**src/rtl/branch_hist_queue_pkg.sv**
```systemverilog
// Shared front-end types: fetch address and the resolved-branch record from execute.
package branch_hist_queue_pkg;
    typedef logic [31:0] Addr;

    typedef struct packed {
        logic valid;
        Addr  pc;
        logic taken;
    } BrInfo;
endpackage

```
**src/rtl/branch_hist_queue_if.sv**
```systemverilog
// Fetch/execute/predictor signal bundle for the branch history queue.
interface branch_hist_queue_if #(parameter int WIDTH_HIST = 10);
    import branch_hist_queue_pkg::*;

    logic                  push_valid;
    Addr                   push_pc;
    logic                  pred_taken;
    logic                  push_ready;
    logic [WIDTH_HIST-1:0] spec_hist;
    BrInfo                 brinfo;
    logic                  upd_valid;
    logic                  upd_taken;
    logic [WIDTH_HIST-1:0] upd_hist;
    logic                  mispredict;
    logic                  err;

    modport master (
        output push_valid, push_pc, pred_taken, brinfo,
        input  push_ready, spec_hist, upd_valid, upd_taken, upd_hist, mispredict, err
    );

    modport slave (
        input  push_valid, push_pc, pred_taken, brinfo,
        output push_ready, spec_hist, upd_valid, upd_taken, upd_hist, mispredict, err
    );
endinterface

```
**src/rtl/branch_hist_queue.sv**
```systemverilog
// In-order queue of predicted branches holding the history snapshot each was fetched with;
// owns the speculative global history and repairs it on a mispredicted resolve.
module branch_hist_queue
    import branch_hist_queue_pkg::*;
#(
    parameter int DEPTH      = 8,
    parameter int WIDTH_HIST = 10
) (
    input  logic                clk,
    input  logic                rst_n,
    branch_hist_queue_if.slave  bus
);
    localparam int PTR_W = $clog2(DEPTH);
    localparam int CNT_W = PTR_W + 1;

    typedef struct packed {
        Addr                   pc;
        logic [WIDTH_HIST-1:0] hist;
        logic                  pred;
    } entry_t;

    entry_t                mem_q [DEPTH];
    logic [PTR_W-1:0]      head_q, head_d, tail_q, tail_d;
    logic [CNT_W-1:0]      count_q, count_d;
    logic [WIDTH_HIST-1:0] spec_hist_q, spec_hist_d;
    logic [WIDTH_HIST-1:0] upd_hist_q, upd_hist_d;
    logic                  upd_valid_q, upd_valid_d;
    logic                  upd_taken_q, upd_taken_d;
    logic                  mispredict_q, mispredict_d;
    logic                  err_q, err_d;

    entry_t head;
    logic   empty, full, pop, mis, push_acc;

    assign head     = mem_q[head_q];
    assign empty    = (count_q == '0);
    assign full     = (count_q == CNT_W'(DEPTH));
    assign pop      = bus.brinfo.valid && !empty;
    assign mis      = pop && (bus.brinfo.taken != head.pred);
    // Push acceptance looks at pre-pop fullness: no bypass through a same-cycle pop.
    assign push_acc = bus.push_valid && !full && !mis;

    always_comb begin
        head_d       = head_q;
        tail_d       = tail_q;
        count_d      = count_q;
        spec_hist_d  = spec_hist_q;
        upd_valid_d  = pop;
        upd_taken_d  = upd_taken_q;
        upd_hist_d   = upd_hist_q;
        mispredict_d = mis;
        err_d        = err_q;

        if (bus.brinfo.valid && empty) err_d = 1'b1;
        if (pop) begin
            upd_taken_d = bus.brinfo.taken;
            upd_hist_d  = head.hist;
            if (bus.brinfo.pc != head.pc) err_d = 1'b1;
        end

        if (mis) begin
            // Everything younger than the head was fetched down the wrong path.
            head_d      = tail_q;
            count_d     = '0;
            spec_hist_d = {head.hist[WIDTH_HIST-2:0], bus.brinfo.taken};
        end else begin
            head_d  = head_q + PTR_W'(pop);
            tail_d  = tail_q + PTR_W'(push_acc);
            count_d = count_q + CNT_W'(push_acc) - CNT_W'(pop);
            if (push_acc) spec_hist_d = {spec_hist_q[WIDTH_HIST-2:0], bus.pred_taken};
        end
    end

    always_ff @(posedge clk or negedge rst_n) begin
        if (!rst_n) begin
            head_q       <= '0;
            tail_q       <= '0;
            count_q      <= '0;
            spec_hist_q  <= '0;
            upd_valid_q  <= 1'b0;
            upd_taken_q  <= 1'b0;
            upd_hist_q   <= '0;
            mispredict_q <= 1'b0;
            err_q        <= 1'b0;
        end else begin
            head_q       <= head_d;
            tail_q       <= tail_d;
            count_q      <= count_d;
            spec_hist_q  <= spec_hist_d;
            upd_valid_q  <= upd_valid_d;
            upd_taken_q  <= upd_taken_d;
            upd_hist_q   <= upd_hist_d;
            mispredict_q <= mispredict_d;
            err_q        <= err_d;
        end
    end

    always_ff @(posedge clk) begin
        if (push_acc) mem_q[tail_q] <= '{pc: bus.push_pc, hist: spec_hist_q, pred: bus.pred_taken};
    end

    assign bus.push_ready = !full;
    assign bus.spec_hist  = spec_hist_q;
    assign bus.upd_valid  = upd_valid_q;
    assign bus.upd_taken  = upd_taken_q;
    assign bus.upd_hist   = upd_hist_q;
    assign bus.mispredict = mispredict_q;
    assign bus.err        = err_q;
endmodule

```
**src/flat_wrapper.sv**
```systemverilog
// flat-port wrapper written by rule: the top's interface ports become plain ports
module branch_hist_queue_flat import branch_hist_queue_pkg::*;
#(
    parameter int DEPTH      = 8,
    parameter int WIDTH_HIST = 10
)
  (clk, rst_n, bus_push_valid, bus_push_pc, bus_pred_taken, bus_brinfo, bus_push_ready, bus_spec_hist, bus_upd_valid, bus_upd_taken, bus_upd_hist, bus_mispredict, bus_err);
  branch_hist_queue_if #(.WIDTH_HIST(WIDTH_HIST)) bus_i ();
  input  logic clk;
  input  logic rst_n;
  input wire logic [$bits(bus_i.push_valid)-1:0] bus_push_valid;
  input wire logic [$bits(bus_i.push_pc)-1:0] bus_push_pc;
  input wire logic [$bits(bus_i.pred_taken)-1:0] bus_pred_taken;
  input wire logic [$bits(bus_i.brinfo)-1:0] bus_brinfo;
  output wire logic [$bits(bus_i.push_ready)-1:0] bus_push_ready;
  output wire logic [$bits(bus_i.spec_hist)-1:0] bus_spec_hist;
  output wire logic [$bits(bus_i.upd_valid)-1:0] bus_upd_valid;
  output wire logic [$bits(bus_i.upd_taken)-1:0] bus_upd_taken;
  output wire logic [$bits(bus_i.upd_hist)-1:0] bus_upd_hist;
  output wire logic [$bits(bus_i.mispredict)-1:0] bus_mispredict;
  output wire logic [$bits(bus_i.err)-1:0] bus_err;
  assign bus_i.push_valid = bus_push_valid;
  assign bus_i.push_pc = bus_push_pc;
  assign bus_i.pred_taken = bus_pred_taken;
  assign bus_i.brinfo = bus_brinfo;
  assign bus_push_ready = bus_i.push_ready;
  assign bus_spec_hist = bus_i.spec_hist;
  assign bus_upd_valid = bus_i.upd_valid;
  assign bus_upd_taken = bus_i.upd_taken;
  assign bus_upd_hist = bus_i.upd_hist;
  assign bus_mispredict = bus_i.mispredict;
  assign bus_err = bus_i.err;
  branch_hist_queue #(.DEPTH(DEPTH), .WIDTH_HIST(WIDTH_HIST)) u_core (.clk(clk), .rst_n(rst_n), .bus(bus_i));
endmodule
```
**config.mk**
```make
export PLATFORM = sky130hd
export DESIGN_NAME = branch_hist_queue_flat
export DESIGN_NICKNAME = d
export VERILOG_FILES = /design/src/rtl/branch_hist_queue_pkg.sv /design/src/rtl/branch_hist_queue_if.sv /design/src/rtl/branch_hist_queue.sv /design/src/flat_wrapper.sv
export SDC_FILE = /design/constraint.sdc
export NUM_CORES = 1
export LEC_CHECK = 0
export BUFFER_PORTS_ARGS = -buffer_cell sky130_fd_sc_hd__buf_2
export CORE_ASPECT_RATIO = 0.8
export CORE_MARGIN = 2
export CORE_UTILIZATION = 30
export DETAILED_ROUTE_END_ITERATION = 8
export MAX_ROUTING_LAYER = met4
export PLACE_DENSITY_LB_ADDON = 0.15
export SYNTH_ARGS = -nofsm -noshare
export SYNTH_HDL_FRONTEND = slang
export SYNTH_SLANG_ARGS = --single-unit
```
**constraint.sdc**
```tcl
create_clock -name clk -period 7 [get_ports clk]
set_input_delay 0.35 -clock clk [delete_from_list [all_inputs] [get_ports clk]]
set_output_delay 0.35 -clock clk [all_outputs]
set_load 0.05 [all_outputs]
```
==> impl_summary.txt <==
----------------------------------------------------
[Run status]
  Run status ... completed

[Floorplanning]
  Floorplan Core Area ... between 0.04 and 0.05 sq mm
  Area of the die ... between 0.05 and 0.06 sq mm
  Chip height ... 203 microns
  Overall die width ... between 200 and 300 microns
  Top-level I/O count ... 95
  Starting density of the core ... 0.302
  Site row count ... 73

[STA]
  RSZ-0062 raised after global routing ... false
  Final setup margin ... 2520 ps
  Total negative setup slack ... 0 ps
  Maximum operating frequency ... 223 MHz
  Number of hold violations in the final report ... 0
  Slew Viols, Final ... 0
  Worst max-slew margin expressed relative to the limit ... 0.371
  Clock period minus final worst setup slack ... between 4000 and 5000 ps
  Setup clock skew after layout ... between 15 and 20 ps
  Part of the cycle the worst path needs ... 0.640
  Slew at the pin closest to its max-slew limit ... between 900 and 1000 ps
  Final setup violation count ... 0

[Placement]
  Placement Cell Area ... 0.0162 sq mm
  Worst slack at placement ... 2430 ps
  Routability congestion estimate from global placement ... 0.678
  Hpwl dp ... 19700 microns
  Cell total after placement ... 1509
  Port buffer count ... 94

[Clock tree]
  Maximum clock path buffer count ... 3
  Clock network latency to the later pin of the worst-skew pair ... 560 ps
  Number of sinks driven by the clock tree ... 378
  TritonCTS clock tree ... done
  CTS H-Tree Depth ... 2
  Clock buffer count from CTS ... a little over 40
  Clock input transition at the sequential cells of the worst setup and hold paths ... 60 ps
  Clock tree root buffer cell ... sky130_fd_sc_hd__clkbuf_16
  Post-CTS setup buffers ... 0

[Setup path]
  CP delay by family, top ... simple AND/OR/NAND/NOR gates
  Worst path required time ... between 7000 and 8000 ps
  Critical path fanouts, max ... 37
  Number of cell instances on the worst register-to-register path ... 9
  CP bufs+invs ... 2
  Startpoint class of the critical path ... register
  CP Capture Type ... register
  Worst reg2reg startpoint ... u_core.head_q[0]
  Critical path start-end classification ... reg2reg
  Origin of the worst setup path ... u_core.head_q[0]
  Highest cell delay on the worst timing path ... 890 ps
  Cell depth of the worst setup path ... 9
  Library cell contributing the largest single delay on the critical path ... sky130_fd_sc_hd__dfrtp_4
  Endpoint arrival time on the critical path ... 4650 ps
  Cell Chain, Critical Path ... mux4_2 -> mux2i_4 -> xnor2_1 -> nand2_2 -> inv_2 -> nor2_1 -> nand2_1 -> nor3_2 -> buf_4

[Routing]
  Remaining DRCs ... 0
  Total number of vias ... between 7000 and 8000
  Routed Wire Length ... 34200 microns
  Remaining antenna violation count after routing ... 0
  Iteration-0 DRC count of the detailed router ... 405
  Wire length per cell ... 21.6 microns
  Routed vias/inst ... approximately 4.6
  Count of TritonRoute iterations in the first routing pass ... 4

[Synthesis]
  Share of the yosys chip area belonging to registers ... 0.750
  Count of yosys warnings during synthesis ... 0
  Post-Synthesis Net Count ... 841
  Post-Synthesis Mean Instance Area ... 19.6 sq um
  Yosys top cell area share ... 0.693
  Synthesized area ... 0.0149 sq mm
  Most used flip-flop cell after synthesis ... sky130_fd_sc_hd__edfxtp_1
  Cell types with the largest area share after synthesis ... sky130_fd_sc_hd__edfxtp_1 (69%), sky130_fd_sc_hd__mux4_2 (9.4%), sky130_fd_sc_hd__dfrtp_1 (5.7%)
  EDFF count, synth ... 344
  Synth unique cells ... 35
  Share of async-settable or async-resettable flops after synthesis ... 0.0899
  Cells after synthesis ... 760
  Largest area contributor in the netlist ... sky130_fd_sc_hd__edfxtp_1
  Synthesized flop and latch total ... 378

[Pwr]
  Total power divided by cell area ... 433 mW/mm^2
  Leakage power summed over all cells ... about 5.9 nW
  Share of power burned in the clock network ... 0.276
  Max rail drop VDD ... 0.201 mV
  Net Sw Frac ... 0.331
  Switching power ... 2.51 mW
  Int Pwr ... roughly 5.1 mW
  Seq pwr share ... 0.430
  Combinational group share of total power ... 0.294

[Layout]
  Fraction of layout instances using a drive strength above 1 ... 0.277
  Post-layout net count ... between 900 and 1000
  Filler Cell Count ... 4668
  Area of the multi-input gates ... around 0.0036 sq mm
  Syn-to-layout area delta ... 17.4%
  Non-Filler Cell Area, Final ... 0.0175 sq mm
  Post-Layout Cell Count ... 1585
  Area occupied by registers ... 0.0112 sq mm

[Global routing]
  Initial antenna violation count ... 1
  Largest net degree at the start of global routing ... 51
  Global routing usage summed across all routing layers ... 0.141
  Wire length of the first global-routing pass ... roughly 51000 microns
  Via count of the first global-routing pass ... 7615
  Remaining global-route overflow ... 0

[Worst hold path]
  Classification of the worst-slack hold path ... in2reg
  Hold path startpoint ... bus_brinfo[0]
  Hold path depth ... 3

[Job]
  Count of maximum capacitance violations ... 0

----------------------------------------------------
==> synth_stat cells (10+ instances only) <==
library cell,instances
sky130_fd_sc_hd__dfrtp_1,34
sky130_fd_sc_hd__nor2b_1,25
sky130_fd_sc_hd__a221oi_1,24
sky130_fd_sc_hd__edfxtp_1,344
sky130_fd_sc_hd__ha_1,10
sky130_fd_sc_hd__mux4_2,62
sky130_fd_sc_hd__mux2i_1,65
sky130_fd_sc_hd__nor2_1,26
sky130_fd_sc_hd__xnor2_1,29
sky130_fd_sc_hd__nand2_1,35
sky130_fd_sc_hd__a21oi_1,12
sky130_fd_sc_hd__clkbuf_1,12
==> cell usage in the layout, fill, tap and decap left out, drive strengths merged <==
master / count
nand2: 36
dlygate4sd3: 1
nor3: 3
a21o: 1
edfxtp: 344
mux2: 9
fa: 1
bufinv: 2
and2: 2
xnor2: 29
clkinv: 13
ha: 10
nand4: 7
inv: 10
nor2: 26
clkbuf: 57
o21ai: 10
diode: 1
a221oi: 24
mux2i: 66
dfrtp: 34
a41oi: 1
nor4: 1
a21oi: 12
xor2: 8
buf: 109
a2111oi: 1
nor2b: 25
nand2b: 4
or3: 1
mux4: 62
==> registers in the layout (all words and copies together), names as in the netlist <==
| name | count |
|---|---|
| u_core.count_q | 4 |
| u_core.bus.err | 1 |
| u_core.mem_q | 344 |
| u_core.bus.upd_valid | 1 |
| u_core.bus.upd_taken | 1 |
| u_core.bus.spec_hist | 10 |
| u_core.bus.upd_hist | 10 |
| u_core.head_q | 3 |
| u_core.bus.mispredict | 1 |
| u_core.tail_q | 3 |
==> final cells by class <==
type	count	share of cell area
Clock inverter	17	0.00758
Tap cell	675	0.0482
Multi-Input combinational cell	339	0.203
Antenna cell	1	0.000143
Clock buffer	57	0.0662
Timing Repair Buffer	110	0.0339
Inverter	8	0.00172
Sequential cell	378	0.639
==> tightest hold or removal path, delay by kind of cell <==
kind	cells	cell delay, ps
buffers and inverters	1	120
and+or+nand+nor	2	100
==> cells by family after synthesis <==
kind of cell,count (synthesis),synth area share
fa+ha+maj,11,0.00974
mux,137,0.146
compound gates,49,0.0232
xor+xnor,37,0.0217
buf+inv,43,0.0155
flops,378,0.750
simple gates,105,0.0342
==> power groups by stage <==
stage	Sequential (mW)	Combinational (mW)	Clock, mW
after floorplan	3.33	1.56	0
after global placement	3.32	2.29	0
after CTS	3.28	2.30	2.17
after detailed placement	3.33	2.29	0
after global routing	3.32	2.45	2.25
final	3.26	2.23	2.09
==> stage by stage <==
step / hold WS (ps) / util / power [mW]
6_report: 64.7 / 0.354 / 7.59
5_1_grt: 53.5 / 0.354 / 8.02
4_1_cts: 30.9 / 0.354 / 7.74
3_5_place_dp: 475 / 0.328 / 5.61
3_3_place_gp: 471 / 0.328 / 5.61
2_1_floorplan: 54.4 / - / 4.89
==> routing by layer <==
metal | up-vias | global-route usage | wire length (microns)
met3 | 40 | 0.0315 | 1380
li1 | 3272 | - | -
met1 | 3786 | 0.198 | 16500
met2 | 120 | 0.209 | 15800
met5 | - | - | 0
met4 | 0 | 0.0304 | 507
==> repair_timing <==
action / CTS / global route
hold endpoints to repair: 34 / 0
resized for setup: 0 / 0
hold buffers: 1 / 0
==> path summary, 6_finish.rpt <==
| check | end | slack, ps |
|---|---|---|
| setup / recovery | u_core.mem_q[2][12] | 2520 |
| hold / removal | u_core.bus.upd_taken | 60 |
| setup reg to reg | u_core.mem_q[2][12] | 2520 |
| hold reg to reg | u_core.bus.upd_taken | 480 |
| max in group asynchronous | u_core.head_q[1] | 5930 |
| min in group asynchronous | u_core.bus.upd_hist[0] | 450 |
(Power assumes the default switching activity.)
